===== src/rtl/mem_bus_sequencer_pkg.sv =====
// Shared types and constants for the memory bus sequencer.
package mem_bus_sequencer_pkg;

   typedef enum logic [2:0] {
      S_DATA  = 3'd0,
      S_DWAIT = 3'd1,
      S_FETCH = 3'd2,
      S_FWAIT = 3'd3,
      S_STEP  = 3'd4
   } BusState_t;

   // addi x0,x0,0
   localparam logic [31:0] NOP_INSTR = 32'h0000_0013;

   // The port only ever sees whole-word addresses; byte lanes go via strobes.
   function automatic logic [31:0] wordAlign(input logic [31:0] byteAddr);
      return {byteAddr[31:2], 2'b00};
   endfunction

endpackage


===== src/rtl/mem_bus_sequencer_timeout.sv =====
// Wait-cycle counter for one bus transaction. terminalCount fires in the
// wait cycle that would be the TIMEOUT_CYCLES-th without a ready; a ready
// in that cycle masks it because enable is low then.
module bus_timeout_counter
   import mem_bus_sequencer_pkg::*;
#(
   parameter int TIMEOUT_CYCLES = 16
) (
   input  logic clk,
   input  logic reset,
   input  logic clear,
   input  logic enable,
   output logic terminalCount
);

   // One spare count so the counter can step past the last wait without wrapping.
   localparam int CNT_W = $clog2(TIMEOUT_CYCLES + 2);
   localparam logic [CNT_W-1:0] LAST_WAIT = CNT_W'(TIMEOUT_CYCLES - 1);

   logic [CNT_W-1:0] waitCount;

   // Count unanswered valid cycles; restart whenever a new wait begins.
   always_ff @(posedge clk or posedge reset) begin
      if (reset) begin
         waitCount <= '0;
      end else if (clear) begin
         waitCount <= '0;
      end else if (enable) begin
         waitCount <= waitCount + 1'b1;
      end
   end

   // Zero disables the abort entirely.
   always_comb begin
      terminalCount = enable && (TIMEOUT_CYCLES != 0) && (waitCount == LAST_WAIT);
   end

endmodule


===== src/rtl/mem_bus_sequencer.sv =====
// Serialises the M-stage data access and the next instruction fetch onto a
// single valid/ready memory port and holds the pipeline until both are done.
//
//   state   | meaning
//   S_DATA  | sample M-stage request, launch data access or skip to fetch
//   S_DWAIT | data access outstanding
//   S_FETCH | launch instruction fetch at PCF
//   S_FWAIT | fetch outstanding
//   S_STEP  | halt released for this single cycle
module mem_bus_sequencer
   import mem_bus_sequencer_pkg::*;
#(
   parameter logic [31:0] RESET_INSTR    = NOP_INSTR,
   parameter int          TIMEOUT_CYCLES = 16
) (
   input  logic        clk,
   input  logic        reset,
   input  logic [31:0] PCF,
   output logic [31:0] Instr,
   input  logic [31:0] AluResultM,
   input  logic [31:0] WriteDataM,
   input  logic [3:0]  WmaskRawM,
   input  logic        ReadMemM,
   output logic [31:0] ReadDataM,
   output logic        halt,
   output logic        mem_valid,
   input  logic        mem_ready,
   output logic [31:0] mem_addr,
   output logic [31:0] mem_wdata,
   output logic [3:0]  mem_wstrb,
   input  logic [31:0] mem_rdata,
   output logic        bus_error
);

   BusState_t state;
   logic      loadPending;
   logic      inWait;
   logic      timeoutHit;

   // Wait states are the only ones where the counter runs.
   always_comb begin
      inWait = (state == S_DWAIT) || (state == S_FWAIT);
   end

   bus_timeout_counter #(
      .TIMEOUT_CYCLES(TIMEOUT_CYCLES)
   ) uTimeout (
      .clk          (clk),
      .reset        (reset),
      .clear        (!inWait),
      .enable       (inWait && !mem_ready),
      .terminalCount(timeoutHit)
   );

   // Halt is a pure state decode so nothing from the gated datapath feeds back.
   always_comb begin
      halt = (state != S_STEP);
   end

   // Sequencer FSM and all registered port outputs.
   always_ff @(posedge clk or posedge reset) begin
      if (reset) begin
         state       <= S_DATA;
         mem_valid   <= 1'b0;
         mem_addr    <= '0;
         mem_wdata   <= '0;
         mem_wstrb   <= '0;
         Instr       <= RESET_INSTR;
         ReadDataM   <= '0;
         bus_error   <= 1'b0;
         loadPending <= 1'b0;
      end else begin
         case (state)
            S_DATA: begin
               // A load flagged together with a store rides on the store
               // and still captures the returned data.
               if (ReadMemM || (|WmaskRawM)) begin
                  mem_addr    <= wordAlign(AluResultM);
                  mem_wdata   <= WriteDataM;
                  mem_wstrb   <= WmaskRawM;
                  loadPending <= ReadMemM;
                  mem_valid   <= 1'b1;
                  state       <= S_DWAIT;
               end else begin
                  loadPending <= 1'b0;
                  state       <= S_FETCH;
               end
            end
            S_DWAIT: begin
               if (mem_ready) begin
                  if (loadPending) begin
                     ReadDataM <= mem_rdata;
                  end
                  mem_valid <= 1'b0;
                  state     <= S_FETCH;
               end else if (timeoutHit) begin
                  if (loadPending) begin
                     ReadDataM <= '0;
                  end
                  bus_error <= 1'b1;
                  mem_valid <= 1'b0;
                  state     <= S_FETCH;
               end
            end
            S_FETCH: begin
               mem_addr  <= wordAlign(PCF);
               mem_wdata <= '0;
               mem_wstrb <= '0;
               mem_valid <= 1'b1;
               state     <= S_FWAIT;
            end
            S_FWAIT: begin
               if (mem_ready) begin
                  Instr     <= mem_rdata;
                  mem_valid <= 1'b0;
                  state     <= S_STEP;
               end else if (timeoutHit) begin
                  Instr     <= RESET_INSTR;
                  bus_error <= 1'b1;
                  mem_valid <= 1'b0;
                  state     <= S_STEP;
               end
            end
            S_STEP: begin
               state <= S_DATA;
            end
            default: begin
               mem_valid <= 1'b0;
               state     <= S_DATA;
            end
         endcase
      end
   end

endmodule


===== config.mk =====
export PLATFORM = sky130hd
export DESIGN_NAME = mem_bus_sequencer
export DESIGN_NICKNAME = d
export VERILOG_FILES = /design/src/rtl/mem_bus_sequencer_pkg.sv /design/src/rtl/mem_bus_sequencer_timeout.sv /design/src/rtl/mem_bus_sequencer.sv
export SDC_FILE = /design/constraint.sdc
export NUM_CORES = 1
export LEC_CHECK = 0
export BUFFER_PORTS_ARGS = -buffer_cell sky130_fd_sc_hd__buf_2
export CAP_MARGIN = 20
export CORE_MARGIN = 3
export CORE_UTILIZATION = 42
export DETAILED_ROUTE_END_ITERATION = 16
export PLACE_DENSITY_LB_ADDON = 0.08
export SLEW_MARGIN = 30
export SYNTH_ARGS = -nofsm -noshare
export SYNTH_HDL_FRONTEND = slang
export SYNTH_HIERARCHICAL = 1
export SYNTH_SLANG_ARGS = --single-unit

===== constraint.sdc =====
create_clock -name clk -period 4 [get_ports clk]
set_input_delay 0.4 -clock clk [delete_from_list [all_inputs] [get_ports clk]]
set_output_delay 0.4 -clock clk [all_outputs]
set_load 0.05 [all_outputs]

# Yosys cells after proc, flatten, opt, wreduce, memory -nomap -nowiden
# Cells that the tools add are included.
dict set report word_totals {
  ff_bits 143
  elab_cells 65
  input_bits 136
  out_inout_bits 135
}
dict set report op_classes {
  n_bitwise 2
  n_eq_ne 11
  n_reduce_logical 16
  muxes 25
  n_addsub 1
}
# cell n
set op_table {}
lappend op_table {{32-bit 2-to-1 mux} 8}
lappend op_table {{32-bit one-hot mux with 2 select lines} 2}
lappend op_table {{3-bit 2-to-1 mux} 4}
lappend op_table {{3-bit one-hot mux with 4 select lines} 1}
lappend op_table {{5-bit 2-to-1 mux} 2}
lappend op_table {{3-bit != test (second input constant)} 3}
lappend op_table {{3-bit AND reduction} 3}
lappend op_table {{4-bit one-hot mux with 2 select lines} 1}
lappend op_table {{3-bit by 2-bit equality test with 1-bit output (second input constant)} 2}
lappend op_table {{2-bit AND reduction} 3}
lappend op_table {{5-bit by 1-bit adder with 5-bit output (second input constant)} 1}
lappend op_table {{5-bit by 4-bit equality test with 1-bit output (second input constant)} 1}
lappend op_table {{1-bit 2-to-1 mux} 4}
lappend op_table {{4-bit 2-to-1 mux} 1}
lappend op_table {{1-bit one-hot mux with 4 select lines} 1}
lappend op_table {{2-bit nonzero test} 2}
lappend op_table {{4-bit OR reduction} 1}
lappend op_table {{3-bit by 1-bit equality test with 1-bit output (second input constant)} 1}
lappend op_table {{3-bit equality test (second input constant)} 1}
lappend op_table {{3-bit zero test} 1}
lappend op_table {{3-bit by 1-bit != test with 1-bit output (second input constant)} 1}
lappend op_table {{1-bit logical AND} 2}
lappend op_table {{1-bit logical OR} 2}
lappend op_table {{2-bit 2-to-1 mux} 1}
lappend op_table {{5 further kinds} 6}

# Depth between registers and ports, before layout
# Gate-level depths: netlist of run 1.
dict set report logic_depth {
  word_depth 7
  depth_mapped 11
  mapped_depth_nobuf 9
}

# By module
# The synthesis of run 1 kept the hierarchy.
# mod seq_area_each_um2 cells_each n_inst area_each_um2
set by_module_without_submodules {}
lappend by_module_without_submodules {mem_bus_sequencer 3407.0 474 1 5391.4}
lappend by_module_without_submodules {bus_timeout_counter 125.1 25 1 289.0}

# Least setup slack after synthesis of run 1
# No wires, ideal clock.
dict set report synth_timing {
  kind {flip-flop to flip-flop}
  startpoint {register state[2]}
  endpoint {register ReadDataM[0]}
  t_arrival_ns 1.915
  slack_ns 1.964
  synth_period_minus_slack_ns 2.036
  required_ns 3.879
  stages_incl_launch_ff 11
  setup_time_ns 0.121
  path_buffers 2
  path_cell_list {dfrtp_1 -> and2b_1 -> inv_1 -> nor2_1 -> buf_6 -> and2_1 -> nor2_1 -> nor2_1 -> nand3b_1 -> buf_2 -> a22o_1}
}
dict set report synth_via {
  elab_chain_cells 6
  elab_cells_between_ends 7
  cone_classes {eq/ne (2); reduce/logical (5)}
}
# element line_no
set synth_rtl {}
lappend synth_rtl {{from (decl)} mem_bus_sequencer.sv:35} ;# BusState_t state;
lappend synth_rtl {{from (signal assigned)} mem_bus_sequencer.sv:63} ;# state <= S_DATA;
lappend synth_rtl {{from (signal assigned)} mem_bus_sequencer.sv:83} ;# state <= S_DWAIT;
lappend synth_rtl {{from (signal assigned)} mem_bus_sequencer.sv:86} ;# state <= S_FETCH;
lappend synth_rtl {{3-bit by 1-bit equality test with 1-bit output / 3-bit by 2-bit equality test with 1-bit output (equally long branches)} mem_bus_sequencer.sv:42} ;# inWait = (state == S_DWAIT) || (state == S_FWAIT);
lappend synth_rtl {{1-bit logical OR (*)} mem_bus_sequencer.sv:42}
lappend synth_rtl {{1-bit logical AND (*)} mem_bus_sequencer.sv:51} ;# .enable (inWait && !mem_ready),
lappend synth_rtl {{1-bit logical AND (*)} mem_bus_sequencer_timeout.sv:35} ;# terminalCount = enable && (TIMEOUT_CYCLES != 0) && (waitCount == LAST_WAIT);
lappend synth_rtl {{net timeoutHit} mem_bus_sequencer.sv:38} ;# logic timeoutHit;
lappend synth_rtl {{2-bit nonzero test (no line) (*)} -}
lappend synth_rtl {{3-bit AND reduction (no line) (*)} -}
lappend synth_rtl {{to (signal assigned)} mem_bus_sequencer.sv:92} ;# ReadDataM <= mem_rdata;
lappend synth_rtl {{to (decl)} mem_bus_sequencer.sv:24} ;# output logic [31:0] ReadDataM,
# Mark *: on every way through the listed nets, which the timed path passes. The rest lies on a longest branch.
# A chain may end at the register's enable or synchronous reset.

# Worst setup path after layout of run 1
dict set report layout_timing {
  startpoint {register state[1]}
  endpoint {register mem_addr[30]}
}
dict set report layout_via {
  elab_chain_cells 3
  elab_cells_between_ends 6
  cone_classes {eq/ne (2); mux (1); reduce/logical (3)}
}
# element line_no
set layout_rtl {}
lappend layout_rtl {{3-bit by 2-bit equality test with 1-bit output / 3-bit zero test (equally long branches)} mem_bus_sequencer.sv:73} ;# case (state)
lappend layout_rtl {{2-bit nonzero test (no line) / 2-bit != test (equally long branches)} -}
lappend layout_rtl {{2-bit AND reduction (no line)} -}
lappend layout_rtl {{to (signal assigned)} mem_bus_sequencer.sv:78} ;# mem_addr <= wordAlign(AluResultM);
lappend layout_rtl {{to (signal assigned)} mem_bus_sequencer.sv:106} ;# mem_addr <= wordAlign(PCF);
lappend layout_rtl {{to (decl)} mem_bus_sequencer.sv:28} ;# output logic [31:0] mem_addr,
# Parallel ways exist; a longest one is shown, timed or not.

==> results of run 1 <==
## stage by stage
stage | utilization (%) | std cells | hold slack, ns | cell area, um2 | setup slack, ns
6_report | 59.56 | 940 | 0.1788 | 7700 | 1.580
3_3_place_gp | 54.74 | 905 | 0.3480 | 7077 | 1.649
5_1_grt | 59.54 | 939 | 0.1799 | 7697 | 1.405
4_1_cts | 59.52 | 938 | 0.1594 | 7695 | 1.597
2_1_floorplan | - | 500 | 0.1785 | 5688 | 1.909
3_5_place_dp | 54.77 | 905 | 0.3519 | 7081 | 1.633
## metal layers
| layer | GRT usage [%] | wire, um | up-vias |
|---|---|---|---|
| met5 | 0 | 0 | - |
| met4 | 8.887 | 369 | 0 |
| met3 | 5.300 | 1059 | 24 |
| met2 | 33.87 | 7690 | 173 |
| met1 | 28.70 | 6886 | 2343 |
| li1 | - | - | 2279 |
## worst max-delay path by stage
stage	start	endpoint	slack (ns)	cells past startpoint
3_3_place_gp	state[1]	mem_addr[30]	1.65	5
6_report	state[1]	mem_addr[30]	1.58	5
2_1_floorplan	reset	Instr[10]	1.91	1
3_5_place_dp	state[1]	mem_addr[30]	1.63	5
4_1_cts	state[1]	mem_addr[30]	1.60	5
5_1_grt	state[1]	mem_addr[30]	1.40	5
## report_power, final
| group | switching (mW) | internal (mW) |
|---|---|---|
| sequential | 0.355 | 2.06 |
| combinational | 3.28 | 1.10 |
| clock | 0.610 | 0.972 |
| total | 4.25 | 4.13 |
## worst register-to-register path, cell delays in order, from the launching register on
cell,delay [ns]
dfrtp_1,0.50
nor3_4,0.39
o21a_2,0.61
buf_4,0.52
a21oi_1,0.14
a21oi_1,0.18
## synthesized netlist by cell type, types with 2 or more instances
cell | instances | area share [%]
nor2_1 | 42 | 2.8
buf_6 | 6 | 1.2
a22oi_1 | 3 | 0.40
ha_1 | 2 | 0.44
dfrtp_1 | 138 | 61
buf_1 | 3 | 0.20
and3_1 | 2 | 0.22
nor3_1 | 6 | 0.53
nor3_2 | 18 | 3.2
nand2_1 | 77 | 5.1
o22a_1 | 3 | 0.46
buf_4 | 3 | 0.40
nand3_1 | 8 | 0.70
and2_1 | 2 | 0.22
dfstp_2 | 3 | 1.4
clkbuf_1 | 11 | 0.73
and2b_1 | 2 | 0.26
inv_1 | 5 | 0.33
o22ai_1 | 23 | 2.5
nand3b_1 | 2 | 0.26
a21oi_1 | 43 | 3.8
a22o_1 | 61 | 9.4
buf_2 | 18 | 1.6
## flip-flops by register name (all words and copies together) (netlist names)
name	cells
Instr	32
ReadDataM	32
state	3
mem_wstrb	4
bus_error	1
mem_valid	1
uTimeout/waitCount	5
loadPending	1
mem_wdata	32
mem_addr	30
## repair_timing
action                                 in CTS  in global routing
hold buffers                                1                  0
setup endpoints to repair                   0                  0
gates resized for setup                     0                  0
endpoints found under the hold margin       5                  0
## layout make-up
| class | instances | area, um2 |
|---|---|---|
| Timing Repair Buffer | 275 | 1406 |
| Clock buffer | 20 | 466.7 |
| Antenna cell | 2 | 5.005 |
| Clock inverter | 12 | 137.6 |
| Inverter | 5 | 22.52 |
| Fill cell | 1143 | 5228 |
| Sequential cell | 141 | 3532 |
| Tap cell | 172 | 215.2 |
| Multi-Input combinational cell | 313 | 1914 |
## kinds of logic after synthesis
logic type	share of synthesized area, %
other	0.06602
buffers and inverters	4.427
AOI/OAI and AO/OA	17.56
xor gates and xnor gates	0.3084
and+or+nand+nor	14.38
adders and majority gates	0.4405
DFF	62.18
muxes	0.6387
==> metrics.md, run 1 <==
| Metric | Value |
|---|---|
| Post-DR wirelength/cell | `17.03 um` |
| Commonest non-fill, non-tap cell in the layout | `buf_2` |
| Crit-path max cell delay | `between 0.6 and 0.7 ns` |
| Seq/Total Area, Yosys | `roughly 62%` |
| Delay-heaviest family, CP | `compound AO/OA/AOI/OAI gates` |
| Most used cell, CP | `a21oi_1` |
| CTS sink count | `approximately 140` |
| Worst-path cell chain | `nor3_4, o21a_2, buf_4, a21oi_1, a21oi_1` |
| TritonRoute pass-1 iters | `4` |
| Post-DR vias/cell | `approximately 5.1` |
| R2R Setup Slk | `between 1.5 and 2 ns` |
| Worst path bufs/invs | `1` |
| PD cells | `1088 nW/um2` |
| Reg2Reg Depth | `5` |
| Mapped Cells | `between 400 and 500` |
| CP Max Fanout | `39` |
| Mapped cell area | `between 5000 and 6000 um2` |
| Final WL | `between 15 and 20 mm` |
| Detail Route Antenna Nets | `0` |
| Top-Level Pins | `roughly 270` |
| CP Launch Type | `register` |
| Hold endpoint | `mem_wdata[5]` |
| RSZ-0062 raised after global routing | `no` |
| Initial DRC count | `between 200 and 300` |
| Synth warn | `6` |
| Max Freq | `slightly above 0.4 GHz` |
| Worst vdd ir | `543.9 uV` |
| Post-synth EDFFs | `0` |
| Final nets | `between 800 and 900` |
| Global-route wire length before repair | `around 25 mm` |
| Core area | `approximately 13000 um2` |
| HP Start | `WriteDataM[5]` |
| Max Root-Sink Buffers | `2` |
| # DRC | `0` |
| Final Cycle Share | `between 60% and 70%` |
| CTS buffer count | `17` |
| Worst-Skew Late Latency | `a little over 0.4 ns` |
| Slew margin rel. | `between 30% and 40%` |
| CTS root buffer | `clkbuf_16` |
| Area growth, synth to finish | `35.55%` |
| Max-Cap Viols | `0` |
| Placement row count | `41` |
| Die H | `122.3 um` |
| Avg Synthesized Cell Area | `~11 um2` |
| Setup-failing EPs final | `0` |
| Routability cong. | `0.8127` |
| #FFs+latches synth | `141` |
| CP max stage cell | `o21a_2` |
| Hold Vio Cnt, Final | `0` |
| Tmin final | `between 2 and 2.5 ns` |
| Max-slew violation total from the final report | `0` |
| Pleak | `about 4 nW` |
| Fraction of layout cells with a size suffix above 1 | `between 40% and 50%` |
| Via Count | `between 4000 and 5000` |
| Die ar. | `14960 um2` |
| Synth Flop Type | `dfrtp_1` |
| Synth cell types | `between 40 and 50` |
| Final HPWL DP | `around 11 mm` |
| Setup TNS | `0 ns` |
| Crit path DAT | `roughly 2.8 ns` |
| Port Buffer Count | `~260` |
| Worst setup EP type | `register` |
| DIE WIDTH | `122.3 um` |
| Hold path depth | `3` |
| Power after layout | `roughly 8.4 mW` |
| Clock Skews | `0.006383 ns` |
| Largest net degree at the start of global routing | `between 60 and 70` |
| Worst Max-Slew Pin Slew | `a little under 1 ns` |
| Initial antenna violation count | `1` |
| Clk slew on worst S/H paths | `around 0.06 ns` |
| Post-synth ARST share | `100.0%` |
| Worst Hold Class | `in -> reg` |
| Reg2reg start | `state[1]` |
| Worst path required time | `between 4 and 5 ns` |
| Vias in the first global route | `4753` |
| TritonCTS clock tree | `yes` |
| Overflow after GRT | `0` |
| CTS H-tree lvls | `4` |
| Initial core utilization | `between 40% and 50%` |
| Total GRT Usage | `between 20% and 30%` |
| Critical path type | `reg -> reg` |
| R2R Path End | `mem_addr[30]` |
| Status | `complete, no violations` |
| Most frequent cells in the layout | `264 x buf_2, 138 x dfrtp_1, 76 x nand2_1` |
| Setup repair bufs after CTS | `0` |
(Power assumes the default switching activity.)
==> inputs of run 2 (changes only) <==
Settings changed: CORE_UTILIZATION 42 to 46.
Clock period 4 ns to 2.3 ns, I/O delays scaled along.
==> run 2 against run 1 <==
Compared with the run above: worst setup slack lost 1.4 ns; clock power grew 82%; non-clock buffer count grew 8; utilization grew 7.2 points; critical path depth grew 4; sequential power grew 73%; worst hold slack lost 0.16 ns; clock-buffer cell count grew 2; clock skew is essentially flat; first-iteration DRC count grew 42%; critical path type unchanged; combinational power grew 78%; wire length shrank 2.1%.
==> metrics.md, run 2 (synthesis results as in run 1) <==
| Metric | Value |
|---|---|
| Status | `complete, no violations` |
| Final Cycle Share | `about nine tenths` |
| Vias in the first global route | `slightly below 5000` |
| Clock Skews | `0.006236 ns` |
| Max-slew violation total from the final report | `0` |
| Worst setup EP type | `register` |
| Final HPWL DP | `around 11 mm` |
| CTS sink count | `between 100 and 150` |
| Worst-Skew Late Latency | `about 0.41 ns` |
| Placement row count | `39` |
| Max-Cap Viols | `0` |
| Worst vdd ir | `slightly above 1000 uV` |
| CP max stage cell | `dfrtp_1` |
| Fillers | `just under 1000` |
| Global-route wire length before repair | `about 25 mm` |
| CP Launch Type | `register` |
| # DRC | `0` |
| Worst Hold Class | `in -> reg` |
| Hold Vio Cnt, Final | `0` |
| Biggest regs | `Instr (32), ReadDataM (32), mem_wdata (32)` |
| RSZ-0062 raised after global routing | `no` |
| Setup repair bufs after CTS | `0` |
| Total GRT Usage | `approximately 23%` |
| CTS H-tree lvls | `4` |
| Clk slew on worst S/H paths | `approximately 0.060 ns` |
| Port Buffer Count | `~260` |
| Commonest non-fill, non-tap cell in the layout | `buf_2` |
| Max Freq | `between 0.4 and 0.5 GHz` |
| Initial DRC count | `around 380` |
| Tmin final | `roughly 2.1 ns` |
| Initial antenna violation count | `1` |
| Post-DR wirelength/cell | `between 15 and 20 um` |
| Setup-failing EPs final | `0` |
| Max Root-Sink Buffers | `2` |
| HP Start | `WriteDataM[3]` |
| Crit-path max cell delay | `0.43 ns` |
| Final nets | `899` |
| TritonRoute pass-1 iters | `4` |
| Worst-path cell chain | `ha_1, and3_1, ha_1, and2_1, nor2_1, nor2_1, nand3b_1, buf_12, a22o_1` |
| Crit path DAT | `approximately 2.5 ns` |
| Routability cong. | `~0.8` |
| Final WL | `between 15 and 20 mm` |
| Setup TNS | `0 ns` |
| Initial core utilization | `48.30%` |
| Pre-CTS WS | `approximately 0.24 ns` |
| Crit path to | `ReadDataM[19]` |
| Area growth, synth to finish | `38.15%` |
| PD cells | `between 1500 and 2000 nW/um2` |
| DIE WIDTH | `roughly 120 um` |
| Most frequent cells in the layout | `264 x buf_2, 138 x dfrtp_1, 77 x nand2_1` |
| CTS buffer count | `17` |
| Largest net degree at the start of global routing | `73` |
| Reg area | `3532 um2` |
| Die ar. | `13720 um2` |
| Worst Setup SP | `uTimeout/waitCount[0]` |
| Multi-input gate area | `1912 um2` |
| Die H | `around 120 um` |
| CP Max Fanout | `32` |
| R2R Setup Slk | `around 0.19 ns` |
| Top-Level Pins | `about 270` |
| Overflow after GRT | `0` |
| Critical path type | `reg -> reg` |
| Reg2reg start | `uTimeout/waitCount[0]` |
| Via Count | `4843` |
| Detail Route Antenna Nets | `0` |
| CTS root buffer | `clkbuf_16` |
| Core area | `~12000 um2` |
| Ant. Diodes | `0` |
| Slew margin rel. | `between 50% and 60%` |
| Fraction of layout cells with a size suffix above 1 | `between 40 and 50%` |
| Worst path required time | `approximately 2.6 ns` |
| Reg2Reg Depth | `9` |
| R2R Path End | `ReadDataM[19]` |
| Worst Max-Slew Pin Slew | `between 0.6 and 0.7 ns` |
| Pleak | `4.089 nW` |
| Setup slack after layout | `about 0.19 ns` |
| Post-DR vias/cell | `5.163` |
| TritonCTS clock tree | `yes` |
## run 2: cell count changes in the layout (fill, tap and decap cells not counted), sizes merged
cell / before / now
bufinv: 2 / 4
diode: 2 / 0
clkbuf: 20 / 22
dlygate4sd3: 1 / 4
clkinv: 7 / 4
inv: 5 / 4
buf: 274 / 279
## run 2: metal layers
| metal | GRT usage (%) | wire [um] |
|---|---|---|
| met4 | 8.410 | 259 |
| met5 | 0 | 13 |
| met2 | 38.34 | 7851 |
| met3 | 6.118 | 1143 |
| met1 | 29.73 | 6403 |
## run 2: worst min-delay path by stage
stage	end	slack (ns)	cells past startpoint
after CTS	mem_wdata[3]	0.001	3
after global routing	mem_wdata[3]	0.01	3
final	mem_wdata[3]	0.02	3
after floorplan	uTimeout/waitCount[0]	0.009	1
after global placement	uTimeout/waitCount[4]	0.17	2
after detailed placement	uTimeout/waitCount[4]	0.18	2
## run 2: what timing repair did
item                      in CTS  in global routing
hold buffers                   4                  0
hold endpoints to repair      18                  0
gates resized for setup        0                  0
## run 2: power by group
group          leakage [nW]  internal (mW)  total (mW)  switching (mW)
combinational          2.04           2.06        7.81            5.75
sequential             1.75           3.58        4.18           0.604
clock                 0.300           1.87        2.88            1.01
## run 2: area by class of cell
cell class	instances	share of cell area [%]
Inverter	5	0.2870
Timing Repair Buffer	283	19.74
Tap cell	164	2.615
Multi-Input combinational cell	313	24.36
Clock inverter	10	2.073
Sequential cell	141	45.01
Clock buffer	22	5.915
## run 2: worst max-delay path, delay by kind of cell, from the launching register on
family	cells	cell delay, ns
AND/OR/NAND/NOR	5	0.77
adder cells (fa/ha/maj)	2	0.43
flip-flops	1	0.43
buffers and inverters	1	0.21
AO/OA/AOI/OAI	1	0.17
## run 2: through the flow
step / hold slack, ns / area, um2 / instances / utilization [%] / power (mW)
after CTS: 0.001065 / 7848 / 938 / 66.73 / 15.01
final: 0.01607 / 7848 / 938 / 66.73 / 14.87
after global routing: 0.01451 / 7848 / 938 / 66.73 / 15.70
after detailed placement: 0.1813 / 7181 / 902 / 61.06 / 12.06
after global placement: 0.1714 / 7179 / 902 / 61.05 / 11.90
after floorplan: 0.008521 / 5688 / 500 / - / 10.14
==> inputs of run 3 (changes only) <==
Settings changed: ABC_AREA from default to 1, CORE_UTILIZATION 46 to 48, MAX_ROUTING_LAYER from default to met4.
==> run 3 against run 2 <==
Compared with the run above: synthesized area is 11% higher; sequential power barely moved; clock power down 8.3%; worst setup slack improved by 0.30 ns; non-clock buffer count increased by 1; die area rose by 5.7%; sequential cell count is the same; fmax rose by 17%; design area grew 6.1%; critical endpoint is now Instr[2]; first-iteration DRC count up 14%; largest cell class unchanged.
==> metrics.md, run 3 <==
| Metric | Value |
|---|---|
| Status | `complete, no violations` |
| Hold path depth | `3` |
| Worst vdd ir | `roughly 900 uV` |
| Top-Level Pins | `approximately 270` |
| Commonest non-fill, non-tap cell in the layout | `nand2_1` |
| Mapped cell area | `approximately 6300 um2` |
| Die ar. | `between 10000 and 15000 um2` |
| Yosys top cell area share | `between 50% and 60%` |
| RSZ-0062 raised after global routing | `no` |
| R2R Setup Slk | `~0.50 ns` |
| DIE WIDTH | `~120 um` |
| Post-DR vias/cell | `5.036` |
| Vias in the first global route | `around 5700` |
| Max-slew violation total from the final report | `0` |
| CTS H-tree lvls | `4` |
| Tmin final | `1.804 ns` |
| Final WL | `17.44 mm` |
| Initial core utilization | `49.40%` |
| Worst Max-Slew Pin Slew | `between 0.6 and 0.7 ns` |
| Worst setup EP type | `register` |
| CP Max Fanout | `35` |
| CTS root buffer | `clkbuf_16` |
| Setup repair bufs after CTS | `0` |
| Port Buffer Count | `between 200 and 300` |
| Slew margin rel. | `58.14%` |
| Max Root-Sink Buffers | `2` |
| Detail Route Antenna Nets | `0` |
| TritonCTS clock tree | `yes` |
| TritonRoute pass-1 iters | `4` |
| Initial antenna violation count | `2` |
| Initial DRC count | `between 400 and 500` |
| Post-DR wirelength/cell | `14.65 um` |
| Synth Flop Type | `dfrtp_1` |
| Worst path required time | `between 2 and 3 ns` |
| Synth cell types | `25` |
| PD cells | `1819 nW/um2` |
| Most frequent cells in the layout | `307 x nand2_1, 264 x buf_2, 168 x nand3_1` |
| Fraction of layout cells with a size suffix above 1 | `about 32%` |
| Mapped Cells | `between 700 and 800` |
| Synth warn | `6` |
| # DRC | `0` |
| Overflow after GRT | `0` |
| Critical path type | `reg -> reg` |
| Setup-failing EPs final | `0` |
| CP Launch Type | `register` |
| Hold endpoint | `mem_wdata[31]` |
| Post-synth ARST share | `100.0%` |
| R2R Path End | `Instr[2]` |
| #FFs+latches synth | `~140` |
| Power after layout | `roughly 15 mW` |
| Biggest regs | `Instr (32), ReadDataM (32), mem_wdata (32)` |
| CTS sink count | `between 100 and 150` |
| Final HPWL DP | `~12 mm` |
| Max-Cap Viols | `0` |
| Reg2Reg Depth | `12` |
| Final nets | `between 1000 and 1500` |
| Commonest cells post-synth | `307 x nand2_1, 168 x nand3_1, 138 x dfrtp_1` |
| Area leader, netlist | `dfrtp_1` |
| Global-route wire length before repair | `28.15 mm` |
| Worst Hold Class | `in -> reg` |
| Clk slew on worst S/H paths | `0.06 ns` |
| Total GRT Usage | `about a quarter` |
| Routability cong. | `0.8212` |
| Post-synth EDFFs | `0` |
| Crit path DAT | `around 2.2 ns` |
| Final Cycle Share | `between 70% and 80%` |
| HP Start | `WriteDataM[31]` |
| Seq/Total Area, Yosys | `a little under three fifths` |
| Worst-Skew Late Latency | `around 0.42 ns` |
| Via Count | `5993` |
| Largest net degree at the start of global routing | `75` |
| Area growth, synth to finish | `32.45%` |
| Clock Skews | `roughly 0.0092 ns` |
| Most frequent cell after synthesis | `nand2_1` |
| Avg Synthesized Cell Area | `8.313 um2` |
| Placement row count | `41` |
| Synth area leaders | `dfrtp_1 55%, nand2_1 18%, nand3_1 13%` |
| Core area | `roughly 13000 um2` |
| Max Freq | `roughly 0.55 GHz` |
| Die H | `120.4 um` |
| CTS buffer count | `17` |
| Setup TNS | `0 ns` |
| Hold Vio Cnt, Final | `0` |
| Reg2reg start | `uTimeout/waitCount[1]` |
| Pleak | `a little under 5 nW` |
-- run 3: changes by cell type in the layout (fill, tap and decap cells not counted), sizes merged, moves of 26 or more --
cell | before | now
nand2 | 77 | 309
nand3 | 8 | 169
a22o | 61 | 0
a21oi | 43 | 3
nand4 | 1 | 28
nor2 | 42 | 16
-- run 3: worst max-delay path by stage --
stage	start	to	slack, ns	cells past startpoint
final	uTimeout/waitCount[1]	Instr[2]	0.50	12
after global routing	state[2]	Instr[0]	0.29	11
after CTS	uTimeout/waitCount[1]	Instr[27]	0.49	12
after detailed placement	uTimeout/waitCount[1]	Instr[1]	0.49	12
after global placement	uTimeout/waitCount[1]	Instr[1]	0.51	12
after floorplan	reset	Instr[10]	0.38	1
-- run 3: final cells by class --
cell class | instances | area, um2
antenna | 2 | 5.005
clock buffer | 20 | 456.7
clock inverter | 12 | 120.1
fill | 1178 | 4398
inverter | 21 | 82.58
multi-input combinational | 538 | 2389
sequential | 141 | 3532
tap | 172 | 215.2
timing repair buffer | 284 | 1524
-- run 3: cell families (layout without fill, tap and decap cells) --
| family | after synthesis | after routing | share of synthesized area [%] |
|---|---|---|---|
| DFF | 141 | 141 | 56.20 |
| other | 1 | 4 | 0.05967 |
| AOI/OAI and AO/OA | 10 | 10 | 0.8960 |
| adders and majority gates | 2 | 2 | 0.3981 |
| and+or+nand+nor | 524 | 524 | 36.43 |
| buffers and inverters | 78 | 337 | 6.012 |
-- run 3: routing by layer --
metal  wire, um  GRT usage [%]  vias up
met5          0              -        -
met4        398          9.419        0
met3       1385          6.735       30
met2       8346          38.42      239
met1       7308          32.11     2768
li1           -              -     2956
-- run 3: repair_timing --
action | CTS | global route
resized for setup | 0 | 0
endpoints found under the hold margin | 17 | 0
hold buffers | 1 | 0
-- run 3: worst max-delay path: stages, from the launching register on --
cell	delay, ns
dfrtp_1	0.39
ha_1	0.20
nand2_1	0.07
nor2_1	0.04
ha_1	0.17
nand2_1	0.05
inv_1	0.04
inv_1	0.04
nand2_1	0.09
nand2_1	0.11
buf_4	0.36
nand2_1	0.10
nand2_1	0.07
-- run 3: through the flow --
step | utilization (%) | hold slack, ns | setup WS, ns | instance area (um2) | std cells
final | 65.43 | 0.04935 | 0.4956 | 8324 | 1190
after global routing | 65.43 | 0.04144 | 0.2910 | 8324 | 1190
after CTS | 65.39 | 0.03355 | 0.4909 | 8319 | 1188
after detailed placement | 60.78 | 0.1709 | 0.4937 | 7732 | 1155
after global placement | 60.78 | 0.1672 | 0.5082 | 7732 | 1155
after floorplan | - | 0.008521 | 0.3793 | 6292 | 757
-- run 3: where the power goes --
part           switching, mW  internal [mW]
clock network          0.999           1.64
logic                   6.44           1.87
registers              0.585           3.61
total                   8.02           7.12
